==> config.mk <==
export PLATFORM = sky130hd
export DESIGN_NAME = fp_mul_seq_flat
export DESIGN_NICKNAME = d
export VERILOG_FILES = /design/src/rtl/fp_mul_seq_if.sv /design/src/rtl/fp_mul_seq.sv /design/src/flat_wrapper.sv
export SDC_FILE = /design/constraint.sdc
export NUM_CORES = 1
export LEC_CHECK = 0
export ABC_CLOCK_PERIOD_IN_PS = 3340
export BUFFER_PORTS_ARGS = -buffer_cell sky130_fd_sc_hd__buf_2
export CAP_MARGIN = 20
export CORE_MARGIN = 2
export CORE_UTILIZATION = 55
export DETAILED_ROUTE_END_ITERATION = 16
export GPL_TIMING_DRIVEN = 0
export PLACE_DENSITY = 0.84
export RECOVER_POWER = 50
export SLEW_MARGIN = 20
export SYNTH_ARGS = -nofsm -noshare
export SYNTH_HDL_FRONTEND = slang
export SYNTH_SLANG_ARGS = --single-unit
==> constraint.sdc <==
create_clock -name clk -period 3.34 [get_ports clk]
set_input_delay 0.835 -clock clk [delete_from_list [all_inputs] [get_ports clk]]
set_output_delay 0.835 -clock clk [all_outputs]
set_load 0.01 [all_outputs]
==> src/rtl/fp_mul_seq_if.sv <==
// Request/result bundle shared by the sequential FP multiplier and its issuer.
// Same act/done shape as the sequential divider so the FPU can issue to either unit.
interface fp_mul_seq_if #(
    parameter int unsigned W = 32
);
    logic         act;
    logic [W-1:0] in1;
    logic [W-1:0] in2;
    logic [2:0]   round_m;
    logic [W-1:0] out;
    logic         done;
    logic         ov;
    logic         un;
    logic         inv;
    logic         inexact;

    modport master (
        output act, in1, in2, round_m,
        input  out, done, ov, un, inv, inexact
    );

    modport slave (
        input  act, in1, in2, round_m,
        output out, done, ov, un, inv, inexact
    );
endinterface

==> src/rtl/fp_mul_seq.sv <==
// Iterative IEEE-754 single-precision multiplier: shift-add mantissa loop, normalise, round.
// Define FP_MUL_RADIX4_EN to retire two multiplier bits per MUL cycle (12 iterations).
`ifndef RNe
`define RNe 3'b000
`endif
`ifndef RZ
`define RZ 3'b001
`endif
`ifndef RU
`define RU 3'b010
`endif
`ifndef RD
`define RD 3'b011
`endif
`ifndef RNa
`define RNa 3'b100
`endif

module fp_mul_seq #(
    parameter int unsigned W    = 32,
    parameter int unsigned M    = 22,
    parameter int unsigned E    = 30,
    parameter int unsigned BIAS = 127
) (
    input  logic        clk,
    input  logic        rst,
    fp_mul_seq_if.slave bus
);
    localparam int unsigned EW = E - M;
    localparam int unsigned MW = M + 2;
    localparam int unsigned PW = 2 * MW;
    localparam int unsigned XW = 10;
`ifdef FP_MUL_RADIX4_EN
    localparam int unsigned CW = 4;
    localparam int unsigned SH = 2;
`else
    localparam int unsigned CW = 5;
    localparam int unsigned SH = 1;
`endif
    localparam logic [CW-1:0]        LAST    = CW'(MW / SH - 1);
    localparam logic signed [XW-1:0] EXP_MAX = XW'(2 * BIAS);
    localparam logic signed [XW-1:0] EXP_MIN = XW'(1);
    localparam logic [W-1:0]         QNAN    = {1'b0, {EW{1'b1}}, 1'b1, M'(0)};

    typedef enum logic [2:0] {IDLE, SPECIAL, MUL, NORM, ROUND} state_t;

    state_t               state, state_nxt;
    logic                 rph, spec_f, sp_nan, sp_inf, sign;
    logic [2:0]           rmode;
    logic signed [XW-1:0] ex;
    logic [PW-1:0]        ma, acc, addend_c;
    logic [MW-1:0]        mb, nm;
    logic [CW-1:0]        cnt;
    logic                 g, t, inc_c;
    logic [MW:0]          rsum_c;
    logic [W-1:0]         spec_w;
    logic                 spec_inv;
    logic [W-1:0]         out_q;
    logic                 done_q, ov_q, un_q, inv_q, inx_q;

    // Operand classification on the live inputs (subnormals count as zero)
    logic [EW-1:0] e1_c, e2_c;
    logic          z1_c, z2_c, mx1_c, mx2_c, f1_c, f2_c;
    logic          special_in_c, sp_nan_c, sp_inf_c, accept_c;

    assign e1_c         = bus.in1[E:M+1];
    assign e2_c         = bus.in2[E:M+1];
    assign z1_c         = (e1_c == '0);
    assign z2_c         = (e2_c == '0);
    assign mx1_c        = &e1_c;
    assign mx2_c        = &e2_c;
    assign f1_c         = |bus.in1[M:0];
    assign f2_c         = |bus.in2[M:0];
    assign special_in_c = z1_c | z2_c | mx1_c | mx2_c;
    assign sp_nan_c     = (mx1_c & f1_c) | (mx2_c & f2_c) |
                          (mx1_c & ~f1_c & z2_c) | (mx2_c & ~f2_c & z1_c);
    assign sp_inf_c     = (mx1_c & ~f1_c) | (mx2_c & ~f2_c);
    // The cycle done pulses is still owned by the finished operation
    assign accept_c     = (state == IDLE) && bus.act && !done_q;

    always_ff @(posedge clk or negedge rst) begin
        if (!rst) state <= IDLE;
        else      state <= state_nxt;
    end

    always_comb begin
        state_nxt = state;
        case (state)
            IDLE:    if (accept_c) state_nxt = special_in_c ? SPECIAL : MUL;
            SPECIAL: state_nxt = ROUND;
            MUL:     if (cnt == LAST) state_nxt = NORM;
            NORM:    state_nxt = ROUND;
            ROUND:   if (spec_f || rph) state_nxt = IDLE;
            default: state_nxt = IDLE;
        endcase
    end

    // Partial-product selection for one MUL step
    always_comb begin
        addend_c = '0;
        if (mb[0]) addend_c = ma;
`ifdef FP_MUL_RADIX4_EN
        if (mb[1]) addend_c = addend_c + (ma << 1);
`endif
    end

    always_comb begin
        inc_c = 1'b0;
        case (rmode)
            `RNe:    inc_c = g & (t | nm[0]);
            `RNa:    inc_c = g;
            `RU:     inc_c = (g | t) & ~sign;
            `RD:     inc_c = (g | t) & sign;
            default: inc_c = 1'b0;
        endcase
        rsum_c = {1'b0, nm} + (MW+1)'(inc_c);
    end

    always_ff @(posedge clk or negedge rst) begin
        if (!rst) begin
            rph      <= 1'b0;
            spec_f   <= 1'b0;
            sp_nan   <= 1'b0;
            sp_inf   <= 1'b0;
            sign     <= 1'b0;
            rmode    <= '0;
            ex       <= '0;
            ma       <= '0;
            mb       <= '0;
            acc      <= '0;
            cnt      <= '0;
            nm       <= '0;
            g        <= 1'b0;
            t        <= 1'b0;
            spec_w   <= '0;
            spec_inv <= 1'b0;
        end else begin
            case (state)
                IDLE: if (accept_c) begin
                    rph    <= 1'b0;
                    spec_f <= special_in_c;
                    sp_nan <= sp_nan_c;
                    sp_inf <= sp_inf_c;
                    sign   <= bus.in1[W-1] ^ bus.in2[W-1];
                    rmode  <= bus.round_m;
                    ex     <= XW'(e1_c) + XW'(e2_c) - XW'(BIAS);
                    ma     <= PW'({1'b1, bus.in1[M:0]});
                    mb     <= {1'b1, bus.in2[M:0]};
                    acc    <= '0;
                    cnt    <= '0;
                end
                SPECIAL: begin
                    spec_inv <= sp_nan;
                    if (sp_nan)      spec_w <= QNAN;
                    else if (sp_inf) spec_w <= {sign, {EW{1'b1}}, (M+1)'(0)};
                    else             spec_w <= {sign, (W-1)'(0)};
                end
                MUL: begin
                    acc <= acc + addend_c;
                    ma  <= ma << SH;
                    mb  <= mb >> SH;
                    cnt <= cnt + CW'(1);
                end
                NORM: begin
                    // Product of two [1,2) significands lies in [1,4)
                    if (acc[PW-1]) begin
                        nm <= acc[PW-1 -: MW];
                        g  <= acc[PW-1-MW];
                        t  <= |acc[PW-2-MW:0];
                        ex <= ex + XW'(1);
                    end else begin
                        nm <= acc[PW-2 -: MW];
                        g  <= acc[PW-2-MW];
                        t  <= |acc[PW-3-MW:0];
                    end
                end
                ROUND: if (!spec_f && !rph) begin
                    rph <= 1'b1;
                    if (rsum_c[MW]) begin
                        nm <= rsum_c[MW:1];
                        ex <= ex + XW'(1);
                    end else begin
                        nm <= rsum_c[MW-1:0];
                    end
                end
                default: ;
            endcase
        end
    end

    // Result/flag registers: written once per operation, held until the next one
    always_ff @(posedge clk or negedge rst) begin
        if (!rst) begin
            out_q  <= '0;
            done_q <= 1'b0;
            ov_q   <= 1'b0;
            un_q   <= 1'b0;
            inv_q  <= 1'b0;
            inx_q  <= 1'b0;
        end else begin
            done_q <= 1'b0;
            if (state == ROUND && spec_f) begin
                out_q  <= spec_w;
                inv_q  <= spec_inv;
                ov_q   <= 1'b0;
                un_q   <= 1'b0;
                inx_q  <= 1'b0;
                done_q <= 1'b1;
            end else if (state == ROUND && rph) begin
                inv_q  <= 1'b0;
                done_q <= 1'b1;
                if (ex > EXP_MAX) begin
                    out_q <= {sign, {EW{1'b1}}, (M+1)'(0)};
                    ov_q  <= 1'b1;
                    un_q  <= 1'b0;
                    inx_q <= 1'b1;
                end else if (ex < EXP_MIN) begin
                    out_q <= {sign, (W-1)'(0)};
                    ov_q  <= 1'b0;
                    un_q  <= 1'b1;
                    inx_q <= 1'b1;
                end else begin
                    out_q <= {sign, ex[EW-1:0], nm[M:0]};
                    ov_q  <= 1'b0;
                    un_q  <= 1'b0;
                    inx_q <= g | t;
                end
            end
        end
    end

    assign bus.out     = out_q;
    assign bus.done    = done_q;
    assign bus.ov      = ov_q;
    assign bus.un      = un_q;
    assign bus.inv     = inv_q;
    assign bus.inexact = inx_q;
endmodule
==> src/flat_wrapper.sv <==
// flat-port wrapper written by rule: the top's interface ports become plain ports
module fp_mul_seq_flat 
#(
    parameter int unsigned W    = 32,
    parameter int unsigned M    = 22,
    parameter int unsigned E    = 30,
    parameter int unsigned BIAS = 127
)
  (clk, rst, bus_act, bus_in1, bus_in2, bus_round_m, bus_out, bus_done, bus_ov, bus_un, bus_inv, bus_inexact);
  fp_mul_seq_if #(.W(W)) bus_i ();
  input  logic clk;
  input  logic rst;
  input wire logic [$bits(bus_i.act)-1:0] bus_act;
  input wire logic [$bits(bus_i.in1)-1:0] bus_in1;
  input wire logic [$bits(bus_i.in2)-1:0] bus_in2;
  input wire logic [$bits(bus_i.round_m)-1:0] bus_round_m;
  output wire logic [$bits(bus_i.out)-1:0] bus_out;
  output wire logic [$bits(bus_i.done)-1:0] bus_done;
  output wire logic [$bits(bus_i.ov)-1:0] bus_ov;
  output wire logic [$bits(bus_i.un)-1:0] bus_un;
  output wire logic [$bits(bus_i.inv)-1:0] bus_inv;
  output wire logic [$bits(bus_i.inexact)-1:0] bus_inexact;
  assign bus_i.act = bus_act;
  assign bus_i.in1 = bus_in1;
  assign bus_i.in2 = bus_in2;
  assign bus_i.round_m = bus_round_m;
  assign bus_out = bus_i.out;
  assign bus_done = bus_i.done;
  assign bus_ov = bus_i.ov;
  assign bus_un = bus_i.un;
  assign bus_inv = bus_i.inv;
  assign bus_inexact = bus_i.inexact;
  fp_mul_seq #(.W(W), .M(M), .E(E), .BIAS(BIAS)) u_core (.clk(clk), .rst(rst), .bus(bus_i));
endmodule
## After elaboration in Yosys (flattened, before gate mapping)

Cells that the tools add are included.

| operators by class | value |
|---|---|
| $lt $le $gt $ge | 2 |
| add/sub/neg operators | 6 |
| shift-type cells | 0 |
| mux-type cells | 50 |
| reduce and logical (&&, ||, !) cells | 31 |
| div/mod/pow operators | 0 |
| bitwise logic cells | 22 |
| multipliers | 0 |
| equality and inequality tests | 14 |

Operator list:

| cell | count |
|---|---|
| $pmux W48 S2 | 2 |
| $mux W48 | 3 |
| $mux W24 | 4 |
| $mux W32 | 3 |
| $pmux W24 S2 | 2 |
| $mux W31 | 3 |
| $reduce_or A23 Y1 | 3 |
| $add A48 B48 Y48 | 1 |
| $mux W10 | 4 |
| $pmux W10 S3 | 1 |
| $add A24 B1 Y25 | 1 |
| $reduce_or A22 Y1 | 1 |
| $mux W1 | 19 |
| $logic_not A8 Y1 | 2 |
| $reduce_and A8 Y1 | 2 |
| $eq A3 B2 Y1 const B | 4 |
| $ne A2 B1 Y1 const B | 6 |
| $pmux W3 S4 | 1 |
| $add A10 B2 Y10 const B | 1 |
| $gt A10 B9 Y1 const B | 1 |
| $lt A10 B2 Y1 const B | 1 |
| $pmux W5 S2 | 1 |
| $sub A10 B7 Y10 const B | 1 |
| $add A8 B8 Y9 | 1 |
| other kinds (23) | 57 |

| word-level totals | value |
|---|---|
| memory bits (read-only) | 0 |
| memory bits (writable) | 0 |
| bits of input ports | 70 |
| flip-flop bits (word level) | 242 |
| bits in latches | 0 |
| memories kept | 0 |
| logic and storage cells | 148 |
| output and inout port bits | 37 |

## Longest topological paths before layout

| logic depth | value |
|---|---|
| word-level depth | 7 |
| gate-level depth with buffers | 15 |
| gate-level depth less buffers | 13 |

## Worst setup path after synthesis

OpenSTA, ideal clock, no wires.

| path | value |
|---|---|
| path type | register to register |
| start | register u_core.rmode[0] |
| end | register u_core.ex[8] |
| setup time | 0.126 ns |
| cell stages (with the launch flop) | 14 |
| path slack | -0.268 ns |
| arrival time | 3.482 ns |
| clock period less this slack | 3.608 ns |
| required time | 3.214 ns |
| cell sequence | dfrtp_1 > xor2_1 > or4b_2 > o41ai_1 > ha_1 > ha_1 > nand2_2 > or4_4 > nor3_4 > and4_4 > a2bb2oi_2 > or3_4 > o21a_1 > a311o_1 |

| on the way | value |
|---|---|
| cells in the longest elaborated chain, start to end | 5 |
| elaborated cells on any way between the ends | 8 |
| those cells by class | add/sub: 1; eq/ne: 4; mux: 1; reduce/logical: 2 |

RTL lines:

| what | RTL line | RTL |
|---|---|---|
| from (decl) | fp_mul_seq.sv:49 | `logic [2:0] rmode;` |
| from (signal assigned) | fp_mul_seq.sv:145 | `rmode <= bus.round_m;` |
| $eq A3 B2 Y1 (tied with other cells) | fp_mul_seq.sv:109 | `case (rmode)` |
| $pmux W1 S4 (*) | fp_mul_seq.sv:109 |  |
| $add A24 B1 Y25 (*) | fp_mul_seq.sv:116 | `rsum_c = {1'b0, nm} + (MW+1)'(inc_c);` |
| $ne A2 B1 Y1 (no source line) (*) | - |  |
| $reduce_and A5 Y1 (no source line) (*) | - |  |
| to (signal assigned) | fp_mul_seq.sv:146 | `ex <= XW'(e1_c) + XW'(e2_c) - XW'(BIAS);` |
| to (signal assigned) | fp_mul_seq.sv:170 | `ex <= ex + XW'(1);` |
| to (signal assigned) | fp_mul_seq.sv:181 | `ex <= ex + XW'(1);` |
| to (decl) | fp_mul_seq.sv:50 | `logic signed [XW-1:0] ex;` |

Every way passes the cells marked *; elsewhere a longest branch is shown, timed or not.
A chain may end at the register's enable or synchronous reset.

## Worst setup path after layout

Ends and elaborated chain as after synthesis.

==> impl_metrics.tcl <==
set metrics [dict create \
    drive_above_1_share_pct 19.6 \
    die_y_um 159 \
    cts_root_buf "clkbuf_16" \
    vias 13500 \
    htreeDepth 1 \
    yosysMostFrequentCell "nand2_1" \
    synth_fp_nets 1713 \
    post-route-worst-setup-slack_ns -0.261 \
    synthAdderAreaFrac_pct 6.16 \
    fp.dieW_um 159 \
    synth_top_cell_by_area "dfrtp_1" \
    rows 56 \
    area_growth_pct 24.6 \
    setup_viol 34 \
    outcome "complete, but fails checks" \
    crit_path_max_fanout 3 \
    ys_seq_area_share_pct 40.0 \
    globalplace.congestion 0.964 \
    endpoint_kind "register" \
    clkLatencyLatePin_ns 0.55 \
    hpwlAfterDp_um 27200 \
    synth.top_cell.area_share_pct 40.0 \
    synth_compound_area_share_pct 21.2 \
    grt_overflow 0 \
    start_util_pct 56.3 \
    final_cell_area_um2 16500 \
    syn_area_per_cell_um2 8.39 \
    irDropWorstVdd_mv 0.794 \
    synth_top_family_by_area "simple AND/OR/NAND/NOR gates" \
    crit_type "reg2reg" \
    min_to "u_core.bus.inv" \
    tritoncts "built" \
    syn_inst 1579 \
    worstRegToRegCells 13 \
    grt_pass1_vias 12600 \
    ios 107 \
    relSlewSlack_pct -62.2 \
    netlist_top_cells_area "dfrtp_1, nand2_1, ha_1, o21ai_0, nor2_1" \
    reg2reg_to "u_core.ex[8]" \
    clkTransAtPathRegs_ns 0.06 \
    grtUsageTotal_pct 30.2 \
    crit_arrival_ns 4.03 \
    critical_path_required_ns 3.77 \
    reg2reg_from "u_core.rmode[0]" \
    wl_um 41600 \
    grt_pass1_wl_um 63700 \
    final_cells 2117 \
    cap_violations 1 \
    muxShareOfSynthArea_pct 2.52 \
    synthTopCellsByCount "nand2_1, dfrtp_1, nor2_1" \
    power.density_nw_per_um2 1120 \
    hp-start "u_core.bus.inv" \
    ff2ff_setup_slack_ns -0.26 \
    place_inst 2006 \
    synth_xor_xnor_area_share_pct 3.11 \
    hold_viol_final 0 \
    violations "max-capacitance violations, max-slew violations, negative setup slack" \
    ys_ff_latch 212 \
    fin_util_pct 70.1 \
    die_area_um2 25400 \
    io_buffers 106 \
    yosys_most_used_dff "dfrtp_1" \
    synthArstFlopShare_pct 100 \
    grt_start_max_net_pins 100 \
    cts-hold-fix-buffers 0 \
    numClockSinks 212 \
    antenna_cells 0 \
    slew_violations 51 \
    antenna_found_initial 0 \
    dpl_cell_area_um2 14300 \
    netlist_area_um2 13300 \
    first_pass_iters 5 \
    grt_setup_unrepaired "yes" \
    leakagePower_nw 7.41 \
    min_path_cells 2 \
    final_antenna_net_count 0 \
    fmax_ghz 0.278 \
    cp-start-kind "register" \
    hp-class "reg2reg" \
    synthSimpleGateAreaFrac_pct 23.6 \
    fin_skew_ns 0.0218 \
    synth_edf_count 0 \
    wl_per_cell_um 19.7 \
    drc 0 \
    drt-vias-per-instance 6.37 \
    fp.coreArea_um2 23500 \
    cts_buffer_depth 3 \
    total_power_w 0.0186 \
    drtIter0Drc 1578 \
    fin_crit_sh_pct 108 \
    nets 1913 \
    yosys.cell_types.count 76 \
    ys.warnings.count 0 \
    numCtsBuffers 25 \
    tightest_slew_ns 2.43 \
    fin_crit_ns 3.60 \
]
-- area by class of cell --
type | count | area (µm²)
plain buffers | 80 | 362
clock buffers | 30 | 664
clock inverters | 16 | 218
fillers | 1742 | 7030
inverters | 36 | 135
multi-input cells | 1247 | 8230
flip-flops and latches | 212 | 5310
well taps | 319 | 399
repair buffers | 177 | 1200
-- worst max-delay path by stage --
stage                     from  slack, ns        endpoint
6_report       u_core.rmode[0]      -0.26    u_core.ex[8]
5_1_grt        u_core.rmode[0]      -0.36    u_core.nm[4]
4_1_cts        u_core.rmode[0]      -0.29    u_core.ex[8]
3_5_place_dp      u_core.mb[0]      -0.91  u_core.acc[46]
3_3_place_gp               rst      -2.15  u_core.acc[19]
2_1_floorplan  u_core.rmode[0]      -0.11    u_core.ex[8]
-- per-stage QoR --
stage	hold slack [ns]	setup TNS [ns]	setup slack, ns
after global routing	0.494	-13.23	-0.359
after detailed placement	0.460	-26.84	-0.908
after global placement	0.455	-475.38	-2.15
final	0.468	-5.16	-0.261
after floorplan	0.448	-0.110	-0.110
after CTS	0.209	-4.35	-0.290
-- timing repair --
item / 4_1_cts / 5_1_grt
hold endpoints to repair: 0 / 0
setup endpoints to repair: 74 / 76
setup buffers: 34 / 37
gates cloned: 1 / 2
resized for setup: 89 / 114
pin swaps: 34 / 59
-- logic make-up after synthesis --
kind of cell             after synthesis
AO/OA/AOI/OAI                        433
multiplexers                          33
flip-flops                           212
buffers and inverters                120
XOR/XNOR                              47
AND/OR/NAND/NOR                      670
adder cells (fa/ha/maj)               64
-- worst max-delay path, cell delays in order (launching register included) --
cell and delay, ns:
dfrtp_1 0.40, xor2_1 0.18, or4b_4 0.50, o41ai_4 0.08
ha_2 0.31, ha_4 0.16, nand2_4 0.05, or4_4 0.45
nor3_4 0.18, and4_4 0.29, a2bb2oi_4 0.07, or3_4 0.37
o21a_1 0.19, a311o_1 0.26
-- state kept, by name, indices dropped and copies added, names as in the netlist, 3 cells and up --
register	flops
u_core.bus.out	32
u_core.rmode	3
u_core.cnt	5
u_core.ma	48
u_core.spec_w	3
u_core.mb	24
u_core.state	3
u_core.nm	24
u_core.ex	10
u_core.acc	48
-- per-layer routing --
layer | routed length (µm) | GRT usage, % | up-vias
li1 | - | - | 6104
met1 | 16200 | 39.5 | 6383
met2 | 19600 | 50.1 | 783
met3 | 3380 | 4.22 | 219
met4 | 2400 | 14.0 | 0
met5 | 0 | 0 | -
-- cell usage in the layout, fill, tap and decap left out, drive strengths merged, types with 6 or more instances in the layout --
cell and n:
nand2 290, dfrtp 212, buf 191, o21ai 117
nor2 116, clkbuf 95, a21oi 85, nand3 71
ha 62, a31oi 56, and2 55, inv 37
mux2i 30, a22o 29, nor3 29, xor2 26
nand4 23, nor4 23, xnor2 21, and3 21
o21a 19, a21o 19, o211ai 14, o31ai 13
o21bai 10, nor2b 9, clkinv 8, nand2b 7
a41oi 6, a22oi 6, o32a 6, or3 6
-- power breakdown --
group,total [W],internal (W),switching (W)
Clock,0.00296,0.00181,0.00115
Combinational,0.0108,0.00452,0.00628
Sequential,0.00479,0.00370,0.00109
Total,0.0186,0.0100,0.00852
(Power assumes the default switching activity.)
